==> src/rtl/data_gen_mc.sv <==
// Multi-lane sample generator: one sample every PERIOD cycles in LFSR, increment,
// constant or walking-one mode, timestamped, delivered over valid/ready with overrun flag.
module data_gen_mc #(
  parameter int              WIDTH    = 8,
  parameter int              CHANNELS = 2,
  parameter int              PERIOD   = 10,
  parameter logic [WIDTH-1:0] SEED    = 8'hA5,
  parameter logic [WIDTH-1:0] POLY    = 8'hB8,
  parameter int              TS_W     = 32
) (
  input  logic                      clk,
  input  logic                      rst_n,
  input  logic                      en,
  input  logic [1:0]                mode,
  input  logic [WIDTH-1:0]          const_val,
  output logic [CHANNELS*WIDTH-1:0] out_data,
  output logic                      out_valid,
  input  logic                      out_ready,
  output logic [TS_W-1:0]           out_ts,
  output logic                      overrun,
  input  logic                      clr_ovr
);

  localparam int               CNT_W    = (PERIOD > 1) ? $clog2(PERIOD) : 1;
  localparam logic [CNT_W-1:0] CNT_LAST = CNT_W'(PERIOD - 1);

  if (SEED == '0) begin : g_seed_chk
    $error("data_gen_mc: SEED must be nonzero");
  end

  logic [CNT_W-1:0]          cnt_q, cnt_d;
  logic [TS_W-1:0]           ts_q, ts_d;
  logic [WIDTH-1:0]          lfsr_q, lfsr_d;
  logic [WIDTH-1:0]          inc_q, inc_d;
  logic [WIDTH-1:0]          walk_q, walk_d;
  logic [CHANNELS*WIDTH-1:0] data_q, data_d;
  logic [TS_W-1:0]           ots_q, ots_d;
  logic                      valid_q, valid_d;
  logic                      ovr_q, ovr_d;

  logic                      tick, slot_free, load, drop;
  logic [WIDTH-1:0]          lane0;

  always_comb begin
    tick      = en && (cnt_q == CNT_LAST);
    slot_free = !valid_q || out_ready;
    load      = tick && slot_free;
    drop      = tick && !slot_free;

    case (mode)
      2'd0:    lane0 = lfsr_q;
      2'd1:    lane0 = inc_q;
      2'd2:    lane0 = const_val;
      default: lane0 = walk_q;
    endcase

    cnt_d   = cnt_q;
    ts_d    = ts_q + TS_W'(1);
    lfsr_d  = lfsr_q;
    inc_d   = inc_q;
    walk_d  = walk_q;
    data_d  = data_q;
    ots_d   = ots_q;
    valid_d = valid_q;
    ovr_d   = ovr_q;

    if (!en)
      cnt_d = '0;
    else if (cnt_q == CNT_LAST)
      cnt_d = '0;
    else
      cnt_d = cnt_q + CNT_W'(1);

    if (valid_q && out_ready)
      valid_d = 1'b0;

    // Generators only advance on an accepted load, so dropped ticks leave no gap.
    if (load) begin
      for (int k = 0; k < CHANNELS; k++)
        data_d[k*WIDTH +: WIDTH] = lane0 + WIDTH'(k);
      ots_d   = ts_q;
      valid_d = 1'b1;
      lfsr_d  = lfsr_q[0] ? ((lfsr_q >> 1) ^ POLY) : (lfsr_q >> 1);
      inc_d   = inc_q + WIDTH'(1);
      walk_d  = {walk_q[WIDTH-2:0], walk_q[WIDTH-1]};
    end

    if (drop)
      ovr_d = 1'b1;
    else if (clr_ovr)
      ovr_d = 1'b0;
  end

  always_ff @(posedge clk or negedge rst_n) begin
    if (!rst_n) begin
      cnt_q   <= '0;
      ts_q    <= '0;
      lfsr_q  <= SEED;
      inc_q   <= '0;
      walk_q  <= WIDTH'(1);
      data_q  <= '0;
      ots_q   <= '0;
      valid_q <= 1'b0;
      ovr_q   <= 1'b0;
    end else begin
      cnt_q   <= cnt_d;
      ts_q    <= ts_d;
      lfsr_q  <= lfsr_d;
      inc_q   <= inc_d;
      walk_q  <= walk_d;
      data_q  <= data_d;
      ots_q   <= ots_d;
      valid_q <= valid_d;
      ovr_q   <= ovr_d;
    end
  end

  assign out_data  = data_q;
  assign out_valid = valid_q;
  assign out_ts    = ots_q;
  assign overrun   = ovr_q;

endmodule

==> config.mk <==
export PLATFORM = sky130hd
export DESIGN_NAME = data_gen_mc
export DESIGN_NICKNAME = d
export VERILOG_FILES = /design/src/rtl/data_gen_mc.sv
export SDC_FILE = /design/constraint.sdc
export NUM_CORES = 1
export LEC_CHECK = 0
export ABC_AREA = 1
export BUFFER_PORTS_ARGS = -buffer_cell sky130_fd_sc_hd__buf_2
export CAP_MARGIN = 15
export CORE_ASPECT_RATIO = 1.5
export CORE_MARGIN = 2
export CORE_UTILIZATION = 47
export DETAILED_ROUTE_END_ITERATION = 8
export PLACE_DENSITY = 0.69
export RECOVER_POWER = 50
export SLEW_MARGIN = 20
export SYNTH_ARGS = -nofsm -noshare
export SYNTH_HDL_FRONTEND = slang
export SYNTH_SLANG_ARGS = --single-unit
==> constraint.sdc <==
create_clock -name clk -period 2.2 [get_ports clk]
set_input_delay 0.22 -clock clk [delete_from_list [all_inputs] [get_ports clk]]
set_output_delay 0.22 -clock clk [all_outputs]
set_load 0.01 [all_outputs]
Yosys cells after proc, flatten, opt, wreduce, memory -nomap -nowiden

Index checks and enable logic that the tools add are counted.
Widths: inputs -> output; s select.

Register bits: 110
Input port bits: 15
Word-level logic and storage cells: 35

Add/subtract/negate cells: 4
Equal/unequal tests: 3
Multiplexer cells: 8
Bitwise operators: 1
Reductions and logical operators: 10

Operator list:

| kind                  | number |
|---|---|
| $add 32x1->32 const B | 1 |
| $pmux 8 s3            | 1 |
| $add 8x1->8 const B   | 2 |
| $mux 4                | 2 |
| $mux 8                | 1 |
| $add 4x1->4 const B   | 1 |
| $eq 4x4->1 const B    | 1 |
| $logic_and 1x1->1     | 4 |
| $mux 1                | 4 |
| $not 3->4             | 1 |
| $reduce_bool 2->1     | 2 |
| $eq 2x1->1 const B    | 1 |
| $eq 2x2->1 const B    | 1 |
| $logic_not 1->1       | 2 |
| $logic_not 2->1       | 1 |
| $logic_or 1x1->1      | 1 |

Logic depth before layout (Yosys ltp)

Word-level depth: 5
Depth in mapped cells: 12
Gate-level depth less buffers: 11

Worst setup path before layout

No wires, ideal clock.

Kind: reg-to-reg
From: reg lfsr_q[0]
To: reg data_q[14], in the netlist out_data[14]
Library setup time: 0.124 ns
Arrival time: 1.598 ns
Required time: 2.076 ns
Setup slack: 0.478 ns
Stages on the path, launching flop included: 12
Buffers on the path: 1
Cells stage by stage: dfstp_2 clkbuf_1 nand2_1 nand3_1 o21ai_0 inv_1 ha_1 nand2_1 nor2_2 nand3_1 nand2_1 nand3_1

Longest elaborated chain between the ends: 2

Ends and longest elaborated chain:

| item                   | line | source |
|---|---|---|
| start, declared        | 33   | `logic [WIDTH-1:0] lfsr_q, lfsr_d;` |
| start signal, assigned | 108  | `lfsr_q <= lfsr_d;` |
| $pmux 8 s3             | 50   | `case (mode)` |
| via lane0[0]           | 42   | `logic [WIDTH-1:0] lane0;` |
| $add 8x1->8            | 80   | `data_d[k*WIDTH +: WIDTH] = lane0 + WIDTH'(k);` |
| end signal, assigned   | 111  | `data_q <= data_d;` |
| end, declared          | 36   | `logic [CHANNELS*WIDTH-1:0] data_q, data_d;` |

The timed path passes the listed nets, and every way through them passes these cells.
A chain may end at the register's enable or synchronous reset.

Final worst setup path

From: reg cnt_q[1]
To: reg inc_q[6]

Longest elaborated chain between the ends: 3

Ends and longest elaborated chain:

| item                   | line | source |
|---|---|---|
| start, declared        | 31   | `logic [CNT_W-1:0] cnt_q, cnt_d;` |
| start signal, assigned | 106  | `cnt_q <= cnt_d;` |
| $eq 4x4->1             | 45   | `tick = en && (cnt_q == CNT_LAST);` |
| $logic_and 1x1->1      | 45   |  |
| $logic_and 1x1->1      | 47   | `load = tick && slot_free;` |
| end signal, assigned   | 109  | `inc_q <= inc_d;` |
| end, declared          | 34   | `logic [WIDTH-1:0] inc_q, inc_d;` |

No other way between the ends.

==> impl_metrics.py <==
metrics = {
    "grt": {
        "grt-ovfl-total": 0,
        "grt_pass1_vias": 3907,
        "antenna_found_initial": 0,
        "grt_pass1_wl_mm": 18.68,
        "grt_max_degree": 47,
        "grt_usage": 0.2051,
    },
    "floorplan": {
        "die_x_um": 89.01,
        "top_level_ports": 65,
        "start_util": 0.4811,
        "die_h_um": 131.5,
        "rows": 46,
        "core-area_um2": 10590,
        "fp.dieArea_um2": 11710,
    },
    "sta": {
        "clock_skew_ns": 0.005457,
        "tns_ns": 0,
        "timing.fmax_mhz": 530.7,
        "drv_slew": 0,
        "finalCriticalPeriod_ns": 1.884,
        "slew_headroom": 0.2549,
        "rsz0062_at_grt": "false",
        "finalHoldViolations": 0,
        "setup_viol": 0,
        "worst_hold_slack_ns": 0.07094,
        "worstMarginPinSlew_ns": 1.118,
        "fin_crit_sh": 0.8566,
    },
    "placed_design": {
        "place_congestion": 0.9018,
        "postPlaceCellArea_um2": 5603,
        "port-buffer-count": 64,
        "dp.cells": 772,
        "dp_hpwl_mm": 8.368,
    },
    "cts": {
        "htreeDepth": 3,
        "cts.sinks": 110,
        "clk_path_buf_depth": 2,
        "root_buffer": "clkbuf_16",
        "cts_resized": 0,
        "clk_pin_slew_ns": 0.07,
        "cts_tree": "yes",
        "clk_latency_ns": 0.34,
        "cts_made_buffers": 9,
    },
    "drt": {
        "dr.first_iter.drc_count": 251,
        "vias": 3971,
        "viasPerCell": 5.033,
        "wirelength_mm": 11.17,
        "ant_nets": 0,
        "wire_per_inst_um": 14.16,
        "first_pass_iters": 5,
        "post-route-drc-count": 0,
    },
    "cells_and_area": {
        "drive_gt1_frac": 0.1085,
        "fin_area_um2": 5807,
        "multi_input_area_um2": 2039,
        "layout.nets": 660,
        "fillCellCount": 1025,
        "utilization": 0.5483,
        "synthToLayoutAreaGrowth_pct": 13.97,
        "register_area_um2": 2759,
        "stdcell_count": 789,
        "diodes": 0,
    },
    "worst_setup_path": {
        "worst_setup_path_start_kind": "register",
        "cp_slowest_cell": "dfrtp_1",
        "startpoint": "cnt_q[1]$_DFF_PN0_",
        "r2r_cells": 9,
        "ff2ff_setup_slack_ns": 0.32,
        "crit_arrival_ns": 2.15,
        "critical_path_class": "register to register",
        "timing.critical_path.buf_inv": 2,
        "r2r_start": "cnt_q[1]$_DFF_PN0_",
        "worstPathRequired_ns": 2.46,
        "path_cells": "inv_1 > ha_1 > nand4_2 > inv_1 > nand2_2 > nor2_1 > nand3_1 > nor2_1 > xor2_1",
        "setup.worst_path.end_class": "register",
        "cp_top_family": "simple AND/OR/NAND/NOR gates",
        "cp_max_fo": 16,
        "r2r_end": "inc_q[6]$_DFFE_PN0P_",
        "crit_path_max_incr_delay_ns": 0.40,
    },
    "worst_hold_path": {
        "worstHoldPathCells": 2,
        "holdCritPathClass": "primary input to register",
        "whs_endpoint": "overrun$_DFFE_PN0P_",
        "min-delay-start": "clr_ovr",
    },
    "job": {
        "maxCapViolCount": 0,
    },
    "power_and_ir_drop": {
        "max-vdd-ir-drop_mv": 0.3144,
        "leakage_uw": 0.002911,
        "power_density_nw_per_um2": 647.3,
    },
    "synthesis": {
        "yosysWarnings": 0,
        "yosysTopAreaCell": "dfrtp_1",
        "synth_area_um2": 5095,
        "synth_flop_cell": "dfrtp_1",
        "syn_avg_cell_area_um2": 8.892,
        "ys_ff_latch": 110,
        "synth_seq_area_share": 0.5415,
        "synth-async-reset-ratio": 1.000,
        "synth.distinct_cells": 35,
        "syn_nets": 593,
        "synthTopCellsByArea": "dfrtp_1 52%, nand2_1 13%, xor2_1 5.8%, o21ai_0 3.7%, inv_1 3.5%",
        "syn_inst": 573,
        "synth.most_common_cell": "nand2_1",
        "synth_common_cells": "183 x nand2_1, 105 x dfrtp_1, 47 x inv_1",
        "synth_top_area_frac": 0.5157,
        "synth_edf_count": 0,
    },
    "outcome": {
        "outcome": "complete, no violations",
    },
}
-- cell usage in the layout (no fill, tap or decap), drive strengths merged --
master,synthesis,final
ha,5,5
clkinv,0,3
buf,10,20
dfstp,5,5
o2111ai,1,1
dlygate4sd3,0,1
clkinvlp,0,3
xor2,34,34
xnor2,7,7
o22ai,1,1
inv,51,51
o21ai,39,39
nand2,187,187
o211ai,1,1
nor2,54,54
nand3,33,33
and2,1,1
clkbuf,6,61
nand4,11,11
nor3,18,18
nor4,3,3
dfrtp,105,105
mux2i,1,1
-- logic make-up after synthesis --
group	count (synthesis)	synth area share
XOR/XNOR	41	0.07048
flip-flops	110	0.5415
buffers and inverters	67	0.05476
AND/OR/NAND/NOR	307	0.2763
multiplexers	1	0.001965
AO/OA/AOI/OAI	42	0.04273
adder cells (fa/ha/maj)	5	0.01228
-- through the flow --
step / power [uW] / setup slack [ns]
2_1_floorplan: 2202 / 0.4783
3_3_place_gp: 2289 / 0.4171
3_5_place_dp: 2296 / 0.3231
4_1_cts: 3806 / 0.3008
5_1_grt: 3919 / 0.04068
6_report: 3759 / 0.3156
-- worst max-delay path by stage --
stage	to	slack, ns	depth (start not counted)
after global routing	inc_q[6]$_DFFE_PN0P_	0.04	9
final	inc_q[6]$_DFFE_PN0P_	0.32	9
after floorplan	out_data[14]$_DFFE_PN0P_	0.48	11
after detailed placement	out_data[12]$_DFFE_PN0P_	0.32	9
after global placement	out_data[12]$_DFFE_PN0P_	0.42	10
after CTS	inc_q[6]$_DFFE_PN0P_	0.30	9
-- repair_timing --
item / in CTS / in global routing
hold buffers: 1 / 0
hold endpoints to repair: 40 / 0
buffers inserted: 0 / 0
-- sequential cells by signal, summed over array words and instances, names as in the netlist --
signal	flops
overrun	1
out_ts	32
cnt_q	4
ts_q	32
out_data	16
lfsr_q	8
out_valid	1
inc_q	8
walk_q	8
-- worst reg2reg max path, stage by stage (launching register included) --
cell and delay, ns:
dfrtp_1 0.40, inv_1 0.06, ha_1 0.17, nand4_2 0.17, inv_1 0.10, nand2_2 0.20, nor2_1 0.24, nand3_1 0.15
nor2_1 0.14, xor2_1 0.17
-- layer usage --
| layer | wire, um | GRT usage | vias to the layer above | share of wire |
|---|---|---|---|---|
| met5 | 0 | 0 | - | 0 |
| met4 | 525 | 0.1177 | 0 | 0.047 |
| met3 | 385 | 0.03078 | 37 | 0.034 |
| met2 | 5742 | 0.3371 | 107 | 0.51 |
| met1 | 4518 | 0.2496 | 1887 | 0.40 |
| li1 | - | - | 1940 | - |
-- report_power, final --
group	internal (uW)	switching, uW
clock network	793	713
logic	55.8	125
registers	2050	20.8
-- cell type report --
type / count / area share
Inverter: 51 / 0.03340
Tap cell: 144 / 0.03103
Clock inverter: 6 / 0.006464
Timing Repair Buffer: 72 / 0.06162
Sequential cell: 110 / 0.4751
Multi-Input combinational cell: 396 / 0.3512
Clock buffer: 10 / 0.04115
Power figures use the tool's default switching activity.
